`src/rtl/uart_16550_pkg.sv`:
```
// rtl/uart_16550_pkg.sv - shared encodings and timing constants for the 16550 transmit path
package uart_16550_pkg;

  typedef enum logic [2:0] {
    ST_IDLE,
    ST_START,
    ST_DATA,
    ST_PARITY,
    ST_STOP
  } tx_state_e;

  localparam logic [1:0] WLEN_5 = 2'b00;
  localparam logic [1:0] WLEN_6 = 2'b01;
  localparam logic [1:0] WLEN_7 = 2'b10;
  localparam logic [1:0] WLEN_8 = 2'b11;

  localparam int TICKS_PER_BIT = 16;

  // Stop-phase lengths in baud ticks: 1, 1.5 and 2 stop bits
  localparam logic [5:0] STOP_TICKS_1   = 6'd16;
  localparam logic [5:0] STOP_TICKS_1P5 = 6'd24;
  localparam logic [5:0] STOP_TICKS_2   = 6'd32;

endpackage

```
`src/rtl/uart_16550_tx_parity.sv`:
```
// rtl/uart_16550_tx_parity.sv - combinational parity bit for the active data bits of a frame
module uart_16550_tx_parity
  import uart_16550_pkg::*;
#(
  parameter int DATA_W = 8
) (
  input  logic [DATA_W-1:0] data,
  input  logic [1:0]        word_len,
  input  logic              even_parity,
  input  logic              stick_parity,
  output logic              parity_bit
);

  logic [DATA_W-1:0] active;

  always_comb begin
    active     = data;
    parity_bit = 1'b0;
    case (word_len)
      WLEN_5:  active = data & DATA_W'(8'h1F);
      WLEN_6:  active = data & DATA_W'(8'h3F);
      WLEN_7:  active = data & DATA_W'(8'h7F);
      WLEN_8:  active = data & DATA_W'(8'hFF);
      default: active = data;
    endcase
    // Even parity makes the total count of ones even; stick forces the inverse of the even select
    if (stick_parity) parity_bit = ~even_parity;
    else              parity_bit = (^active) ^ ~even_parity;
  end

endmodule

```
`src/rtl/uart_16550_tx_serializer.sv`:
```
// rtl/uart_16550_tx_serializer.sv - pops Tx FIFO bytes and shifts out 16550 serial frames
module uart_16550_tx_serializer
  import uart_16550_pkg::*;
#(
  parameter int TICKS_PER_BIT = uart_16550_pkg::TICKS_PER_BIT,
  parameter int DATA_W        = 8
) (
  input  logic              WBs_CLK_i,
  input  logic              WBs_RST_i,
  input  logic              Baud_16x_Tick_i,
  input  logic [1:0]        Word_Len_i,
  input  logic              Stop_Bits_i,
  input  logic              Parity_En_i,
  input  logic              Even_Parity_i,
  input  logic              Stick_Parity_i,
  input  logic              Set_Break_i,
  input  logic              Tx_FIFO_Empty_i,
  input  logic [DATA_W-1:0] Tx_FIFO_DAT_i,
  output logic              Tx_FIFO_Pop_o,
  output logic              Tx_SOUT_o,
  output logic              Tx_Shift_Empty_o
);

  localparam logic [3:0] TICK_LAST = 4'(TICKS_PER_BIT - 1);

  tx_state_e         state, state_d;
  logic [3:0]        tick_cnt, tick_d;
  logic [2:0]        bit_cnt, bit_d;
  logic [DATA_W-1:0] shift_q, shift_d;
  logic [1:0]        cfg_wlen, wlen_d;
  logic              cfg_par_en, par_en_d;
  logic              cfg_par_bit, par_bit_d;
  logic [5:0]        cfg_stop_len, stop_len_d;
  logic              sout_q, sout_d;
  logic              empty_q, empty_d;
  logic              load, bit_end, stop_done, load_parity, line_level;

  uart_16550_tx_parity #(.DATA_W(DATA_W)) u_parity (
    .data         (Tx_FIFO_DAT_i),
    .word_len     (Word_Len_i),
    .even_parity  (Even_Parity_i),
    .stick_parity (Stick_Parity_i),
    .parity_bit   (load_parity)
  );

  assign bit_end   = Baud_16x_Tick_i && (tick_cnt == TICK_LAST);
  // In STOP, bit_cnt counts whole stop bits so {bit_cnt, tick_cnt} is elapsed stop ticks
  assign stop_done = Baud_16x_Tick_i && (({bit_cnt[1:0], tick_cnt} + 6'd1) == cfg_stop_len);

  always_ff @(posedge WBs_CLK_i or posedge WBs_RST_i) begin
    if (WBs_RST_i) begin
      state        <= ST_IDLE;
      tick_cnt     <= 4'd0;
      bit_cnt      <= 3'd0;
      shift_q      <= '0;
      cfg_wlen     <= WLEN_8;
      cfg_par_en   <= 1'b0;
      cfg_par_bit  <= 1'b0;
      cfg_stop_len <= STOP_TICKS_1;
      sout_q       <= 1'b1;
      empty_q      <= 1'b1;
    end else begin
      state        <= state_d;
      tick_cnt     <= tick_d;
      bit_cnt      <= bit_d;
      shift_q      <= shift_d;
      cfg_wlen     <= wlen_d;
      cfg_par_en   <= par_en_d;
      cfg_par_bit  <= par_bit_d;
      cfg_stop_len <= stop_len_d;
      sout_q       <= sout_d;
      empty_q      <= empty_d;
    end
  end

  always_comb begin
    state_d    = state;
    tick_d     = tick_cnt;
    bit_d      = bit_cnt;
    shift_d    = shift_q;
    wlen_d     = cfg_wlen;
    par_en_d   = cfg_par_en;
    par_bit_d  = cfg_par_bit;
    stop_len_d = cfg_stop_len;
    load       = 1'b0;
    line_level = 1'b1;

    if (Baud_16x_Tick_i && (state != ST_IDLE)) tick_d = bit_end ? 4'd0 : tick_cnt + 4'd1;

    case (state)
      ST_IDLE: load = ~Tx_FIFO_Empty_i;
      ST_START: if (bit_end) state_d = ST_DATA;
      ST_DATA: begin
        if (bit_end) begin
          shift_d = shift_q >> 1;
          if (bit_cnt == (3'({1'b0, cfg_wlen}) + 3'd4)) begin
            bit_d   = 3'd0;
            state_d = cfg_par_en ? ST_PARITY : ST_STOP;
          end else begin
            bit_d = bit_cnt + 3'd1;
          end
        end
      end
      ST_PARITY: if (bit_end) state_d = ST_STOP;
      ST_STOP: begin
        if (stop_done) begin
          bit_d  = 3'd0;
          tick_d = 4'd0;
          // Chain straight into the next frame when more data is waiting
          if (!Tx_FIFO_Empty_i) load = 1'b1;
          else                  state_d = ST_IDLE;
        end else if (bit_end) begin
          bit_d = bit_cnt + 3'd1;
        end
      end
      default: state_d = ST_IDLE;
    endcase

    if (load) begin
      state_d    = ST_START;
      tick_d     = 4'd0;
      bit_d      = 3'd0;
      shift_d    = Tx_FIFO_DAT_i;
      wlen_d     = Word_Len_i;
      par_en_d   = Parity_En_i;
      par_bit_d  = load_parity;
      stop_len_d = !Stop_Bits_i          ? STOP_TICKS_1 :
                   (Word_Len_i == WLEN_5) ? STOP_TICKS_1P5 : STOP_TICKS_2;
    end

    case (state_d)
      ST_START:  line_level = 1'b0;
      ST_DATA:   line_level = shift_d[0];
      ST_PARITY: line_level = par_bit_d;
      default:   line_level = 1'b1;
    endcase

    sout_d  = line_level & ~Set_Break_i;
    empty_d = (state_d == ST_IDLE);
  end

  // Gated by reset so a non-empty FIFO cannot see a pop while the block is held in reset
  assign Tx_FIFO_Pop_o    = load & ~WBs_RST_i;
  assign Tx_SOUT_o        = sout_q;
  assign Tx_Shift_Empty_o = empty_q;

endmodule

```
`config.mk`:
```
export PLATFORM = sky130hd
export DESIGN_NAME = uart_16550_tx_serializer
export DESIGN_NICKNAME = d
export VERILOG_FILES = /design/src/rtl/uart_16550_pkg.sv /design/src/rtl/uart_16550_tx_parity.sv /design/src/rtl/uart_16550_tx_serializer.sv
export SDC_FILE = /design/constraint.sdc
export NUM_CORES = 1
export LEC_CHECK = 0
export CAP_MARGIN = 10
export CORE_MARGIN = 3
export CORE_UTILIZATION = 55
export CTS_BUF_LIST = sky130_fd_sc_hd__clkbuf_16
export DETAILED_ROUTE_END_ITERATION = 6
export GPL_ROUTABILITY_DRIVEN = 0
export PLACE_DENSITY_LB_ADDON = 0.12
export SKIP_LAST_GASP = 1
export SYNTH_ARGS = -nofsm -noshare
export SYNTH_HDL_FRONTEND = slang
export SYNTH_HIERARCHICAL = 1
export SYNTH_SLANG_ARGS = --single-unit
```
`constraint.sdc`:
```
create_clock -name WBs_CLK_i -period 2.8 [get_ports WBs_CLK_i]
set_clock_uncertainty 0.15 [all_clocks]
set_input_delay 0.56 -clock WBs_CLK_i [delete_from_list [all_inputs] [get_ports WBs_CLK_i]]
set_output_delay 0.56 -clock WBs_CLK_i [all_outputs]
set_load 0.05 [all_outputs]
```
======== Word-level counts from Yosys, hierarchy flattened ========
Index checks and enable logic that the tools add are counted.
W data, S select, Z words.
word-level totals
  output and inout port bits .............. 3
  register bits ........................... 30
cells by class
  equality and inequality tests ........... 15
  add/subtract/negate cells ............... 4
  multiplexer cells ....................... 32
  bitwise operators ....................... 7
  reductions and logical operators ........ 13
operators by type and width
  cell                   count
  $mux W3                13
  $pmux W8 S4            1
  $mux W8                3
  $mux W4                5
  $pmux W3 S5            1
  $eq A3 B2 Y1 const B   4
  $mux W6                2
  $reduce_xor A8 Y1      1
  $add A6 B1 Y6 const B  1
  $eq A3 B1 Y1 const B   2
  $eq A6 B6 Y1           1
  $logic_not A3 Y1       2
  $pmux W3 S2            1
  $reduce_bool A3 Y1     2
  $add A4 B1 Y4 const B  1
  $eq A2 B2 Y1 const B   2
  $eq A4 B4 Y1 const B   1
  $mux W1                4
  $ne A4 B4 Y1 const B   1
  $not A1 Y1             4
  $reduce_bool A2 Y1     2
  $add A2 B3 Y3 const B  1
  $add A3 B1 Y3 const B  1
  $eq A3 B3 Y1           1
  other kinds (11)       14

======== Longest topological paths before layout ========
  depth after elaboration ................. 9
  depth in mapped cells ................... 9

======== By module ========
Netlist, hierarchy kept.
modules (own cells, without submodules)
  module                    times used  area an instance (µm²)  cells an instance
  uart_16550_tx_serializer  1           1570.3                  161
  uart_16550_tx_parity      1           133.9                   13

======== Worst setup path after synthesis ========
Ideal clock, no wire load.
  path type ............................... flip-flop to output port
  start ................................... register tick_cnt[0]
  end ..................................... output port Tx_FIFO_Pop_o
  path slack .............................. -362 ps
  stages on the path, launching flop included .. 9
  data required time ...................... 2090 ps
  arrival ................................. 2452 ps
  buffers on the path ..................... 2
  cell sequence ........................... dfrtp_1 > ha_1 > clkbuf_1 > xnor2_1 > nand3_1 > a2111oi_4 > o21ai_0 > clkbuf_1 > nor2_1
on the way
  word-level cells in the longest chain between the ends .. 6
ends and longest elaborated chain
  what                    RTL line                         text
  from (decl)             uart_16550_tx_serializer.sv:27   logic [3:0] tick_cnt, tick_d;
  from (signal assigned)  uart_16550_tx_serializer.sv:64   tick_cnt <= tick_d;
  $add A6 B1 Y6           uart_16550_tx_serializer.sv:48   assign stop_done = Baud_16x_Tick_i && (({bit_cnt[1:0], tick_cnt} + 6'd1) == cfg_stop_len);
  $eq A6 B6 Y1            uart_16550_tx_serializer.sv:48
  $logic_and A1 B1 Y1     uart_16550_tx_serializer.sv:48
  $mux W1                 uart_16550_tx_serializer.sv:106  if (stop_done) begin
  $pmux W1 S2             uart_16550_tx_serializer.sv:90   case (state)
  $and A1 B1 Y1           uart_16550_tx_serializer.sv:143  assign Tx_FIFO_Pop_o = load & ~WBs_RST_i;
  to (decl)               uart_16550_tx_serializer.sv:19   output logic Tx_FIFO_Pop_o,
Every way passes these cells.

======== Final worst setup path ========
  start ................................... register bit_cnt[1]
  end ..................................... output port Tx_FIFO_Pop_o
on the way
  word-level cells in the longest chain between the ends .. 6
ends and longest elaborated chain
  what                    RTL line                         text
  from (decl)             uart_16550_tx_serializer.sv:28   logic [2:0] bit_cnt, bit_d;
  from (signal assigned)  uart_16550_tx_serializer.sv:65   bit_cnt <= bit_d;
  $add A6 B1 Y6           uart_16550_tx_serializer.sv:48
  $eq A6 B6 Y1            uart_16550_tx_serializer.sv:48
  $logic_and A1 B1 Y1     uart_16550_tx_serializer.sv:48
  $mux W1                 uart_16550_tx_serializer.sv:106
  $pmux W1 S2             uart_16550_tx_serializer.sv:90
  $and A1 B1 Y1           uart_16550_tx_serializer.sv:143
Every way passes these cells.

==> run_results.csv <==
group,metric,value,unit
clock_network,cts.path.max_buffers,2,
global_routing,grtUsageTotal,0.216,
job,drv_cap,0,
finish,layout.nets,227,
synthesis,synth_xor_area_frac,0.0844,
routing,ant_nets,0,
power_and_ir_drop,powerDensity,673,nW/um2
timing,worstMarginPinSlew,0.493,ns
synthesis,synth_top_cell_by_area,"dfrtp_1",
synthesis,yosys_warnings,6,
floorplanning,dieArea,3800,um2
routing,drt-pass1-iter-count,4,
setup_path,crit_arrival,2.01,ns
outcome,status,"complete, no violations",
clock_network,cts.sinks,27,
power_and_ir_drop,pwr-share-seq,0.428,
routing,drc,0,
setup_path,r2r_cells,8,
synthesis,yosysSeqAreaShare,0.400,
routing,post_drt_wl_per_cell,15.6,um
hold_path,min_path_cells,2,
power_and_ir_drop,p_clk_frac,0.232,
setup_path,critPathKind,"reg -> out",
power_and_ir_drop,switchingPower,0.492,mW
place,portBuffers,21,
floorplanning,die_width,61.7,um
clock_network,htree_levels,1,
synthesis,syn_area,1700,um2
finish,syn_to_final_growth,24.5,%
hold_path,hp-class,"reg -> reg",
timing,final.setup.worst_slack,0.0830,ns
clock_network,numCtsBuffers,3,
global_routing,antenna_found_initial,0,
setup_path,start_kind,"flop",
power_and_ir_drop,vdd_drop_max,0.000338,V
floorplanning,core_area,2850,um2
setup_path,crit_fanout,4,
timing,fmax,368,MHz
synthesis,synthArstFlopShare,1.00,
synthesis,ys.flop_type,"dfrtp_1",
synthesis,synth_top_area_frac,0.323,
synthesis,synth_cells,174,
clock_network,ctsRootBufferMaster,"clkbuf_16",
place,dp_hpwl,2.69,mm
synthesis,synth_nets,196,
synthesis,synthSimpleGateAreaFrac,0.195,
place,placedCellCount,227,
synthesis,synthDistinctLibCells,51,
power_and_ir_drop,swShare,0.344,
synthesis,synth_top_family_by_area,"compound AO/OA/AOI/OAI gates",
synthesis,synth_fa_ha_area_frac,0.0220,
place,pre_cts_ws,-0.0111,ns
clock_network,cts_tree,"done",
timing,period_minus_slack,2.72,ns
synthesis,postSynthAreaPerCell,9.79,um2
synthesis,synth_area_leaders,"dfrtp_1 32%, dfstp_2 7.7%, nand2_1 5.3%, xnor2_1 3.6%, a22o_2 3.5%",
synthesis,synthMuxAreaShare,0.0176,
power_and_ir_drop,p_leak,0.944,nW
power_and_ir_drop,power.share.combinational,0.340,
floorplanning,die_y,61.7,um
timing,period_share,0.970,
timing,setup_viol,0,
floorplanning,start_util,0.597,
finish,diodes,0,
synthesis,synth_compound_area_frac,0.244,
timing,hold-worst-slack,0.326,ns
global_routing,grt_pass1_wl,6.10,mm
floorplanning,num_rows,19,
global_routing,grt_pass1_vias,1312,
finish,nFillCells,193,
finish,instances_no_fill,235,
finish,drive_gt1_frac,0.225,
floorplanning,io_pins,22,
synthesis,ys_ff_latch,27,
timing,slew_violations,0,
synthesis,synth-edff-count,0,
power_and_ir_drop,p_int,0.937,mW
global_routing,grt-ovfl-total,0,
setup_path,critPathRequiredTime,2.09,ns
finish,design_area,2120,um2
setup_path,end_kind,"primary output",
clock_network,clkTransAtPathRegs,0.07,ns
global_routing,grt_start_max_net_pins,28,
routing,drtIter0Drc,105,
routing,vias_per_cell,6.10,
routing,drt_wl_total,3.67,mm
timing,hold_violations,0,
finish,fin_util,0.744,
timing,max_slew_margin,0.670,
place,postPlaceCellArea,1990,um2
clock_network,insertion_delay,0.26,ns
routing,num_vias,1434,
## what timing repair did
item,CTS,global route
gates cloned,0,0
hold buffers,0,0
pin swaps,0,4
endpoints found under the setup margin,1,1
setup buffers,0,4
resized for setup,4,7
## cells by family (layout without fill, tap and decap cells)
group	after synthesis	after routing
muxes	3	3
xor gates and xnor gates	14	14
and+or+nand+nor	67	67
DFF	27	27
buffers and inverters	12	42
adders and majority gates	3	3
AOI/OAI and AO/OA	48	48
## state kept, by name (all words and copies together), names as in the netlist
signal,flops
cfg_par_en,1
cfg_par_bit,1
bit_cnt,3
shift_q,8
tick_cnt,4
cfg_stop_len,3
Tx_SOUT_o,1
state,3
Tx_Shift_Empty_o,1
cfg_wlen,2
## cell usage in the layout, fill, tap and decap left out, types with 2 or more instances in the layout
cell,netlist,final
a2111oi_4,2,2
a21o_1,8,8
a21oi_1,10,10
a22o_2,6,6
and3_1,2,2
and4b_1,2,2
buf_4,1,12
clkbuf_16,0,3
clkdlybuf4s50_1,0,20
dfrtp_1,22,16
dfrtp_2,0,6
dfstp_2,5,5
ha_1,3,2
inv_1,5,5
mux2i_1,3,3
nand2_1,24,24
nand2b_1,2,2
nand3_1,8,8
nor2_1,15,14
nor3_1,3,3
o211ai_1,2,2
o21ai_0,5,3
or3_1,2,2
xnor2_1,7,7
xor2_1,5,5
## path summary, 6_finish.rpt
| kind | from | endpoint | slack, ns |
|---|---|---|---|
| max | bit_cnt[1] | Tx_FIFO_Pop_o | 0.08 |
| min | cfg_wlen[0] | cfg_wlen[0] | 0.33 |
| max reg2reg | tick_cnt[1] | bit_cnt[2] | 0.32 |
| min reg2reg | cfg_wlen[0] | cfg_wlen[0] | 0.33 |
| max in group asynchronous | WBs_RST_i | Tx_Shift_Empty_o | 1.61 |
| min in group asynchronous | WBs_RST_i | cfg_stop_len[3] | 0.59 |
## critical path: stages, from the launching register on
cell	delay, ns
dfrtp_2	0.43
xnor2_1	0.16
or3_4	0.40
a2111oi_4	0.34
o21ai_2	0.15
nor2_4	0.13
buf_12	0.14
## cells in the mapped netlist, types with 2 or more instances
| library cell | count |
|---|---|
| inv_1 | 5 |
| o21ai_0 | 5 |
| xnor2_1 | 7 |
| dfstp_2 | 5 |
| nand3_1 | 8 |
| clkbuf_1 | 3 |
| ha_1 | 3 |
| or3_1 | 2 |
| nor3_1 | 3 |
| and4b_1 | 2 |
| buf_6 | 2 |
| nand2_1 | 24 |
| and3_1 | 2 |
| dfrtp_1 | 22 |
| a21oi_1 | 10 |
| nand2b_1 | 2 |
| xor2_1 | 5 |
| mux2i_1 | 3 |
| o211ai_1 | 2 |
| nor2_1 | 15 |
| a21o_1 | 8 |
| a2111oi_4 | 2 |
| a22o_2 | 6 |
## power groups by stage
stage	logic, mW	clock network [mW]	registers [mW]
floorplan	0.356	0	0.573
finish	0.486	0.331	0.612
detailed placement	0.433	0	0.603
global placement	0.409	0	0.594
CTS	0.440	0.338	0.599
global route	0.538	0.351	0.631
## per-layer routing
metal  vias up  GRT usage  share of wire
li1        695          -              -
met1       687      0.280           0.45
met2        45      0.368           0.49
met3         7     0.0273          0.045
met4         0     0.0788          0.015
met5         -          0              0
## per-stage QoR
stage	power [mW]	TNS (ns)
after floorplan	0.929	0
after global placement	1.00	0
after detailed placement	1.04	-0.0111
after CTS	1.38	0
after global routing	1.52	-0.0100
final	1.43	0
## final cells by class
| class | count | area, um2 | share of cell area |
|---|---|---|---|
| multi-input combinational | 135 | 982 | 0.463 |
| clock inverter | 1 | 7.51 | 0.00354 |
| sequential | 27 | 689 | 0.325 |
| clock buffer | 3 | 75.1 | 0.0354 |
| tap | 31 | 38.8 | 0.0183 |
| timing repair buffer | 33 | 310 | 0.146 |
| inverter | 5 | 18.8 | 0.00884 |
Note: power is estimated with default switching activity, not from simulation.
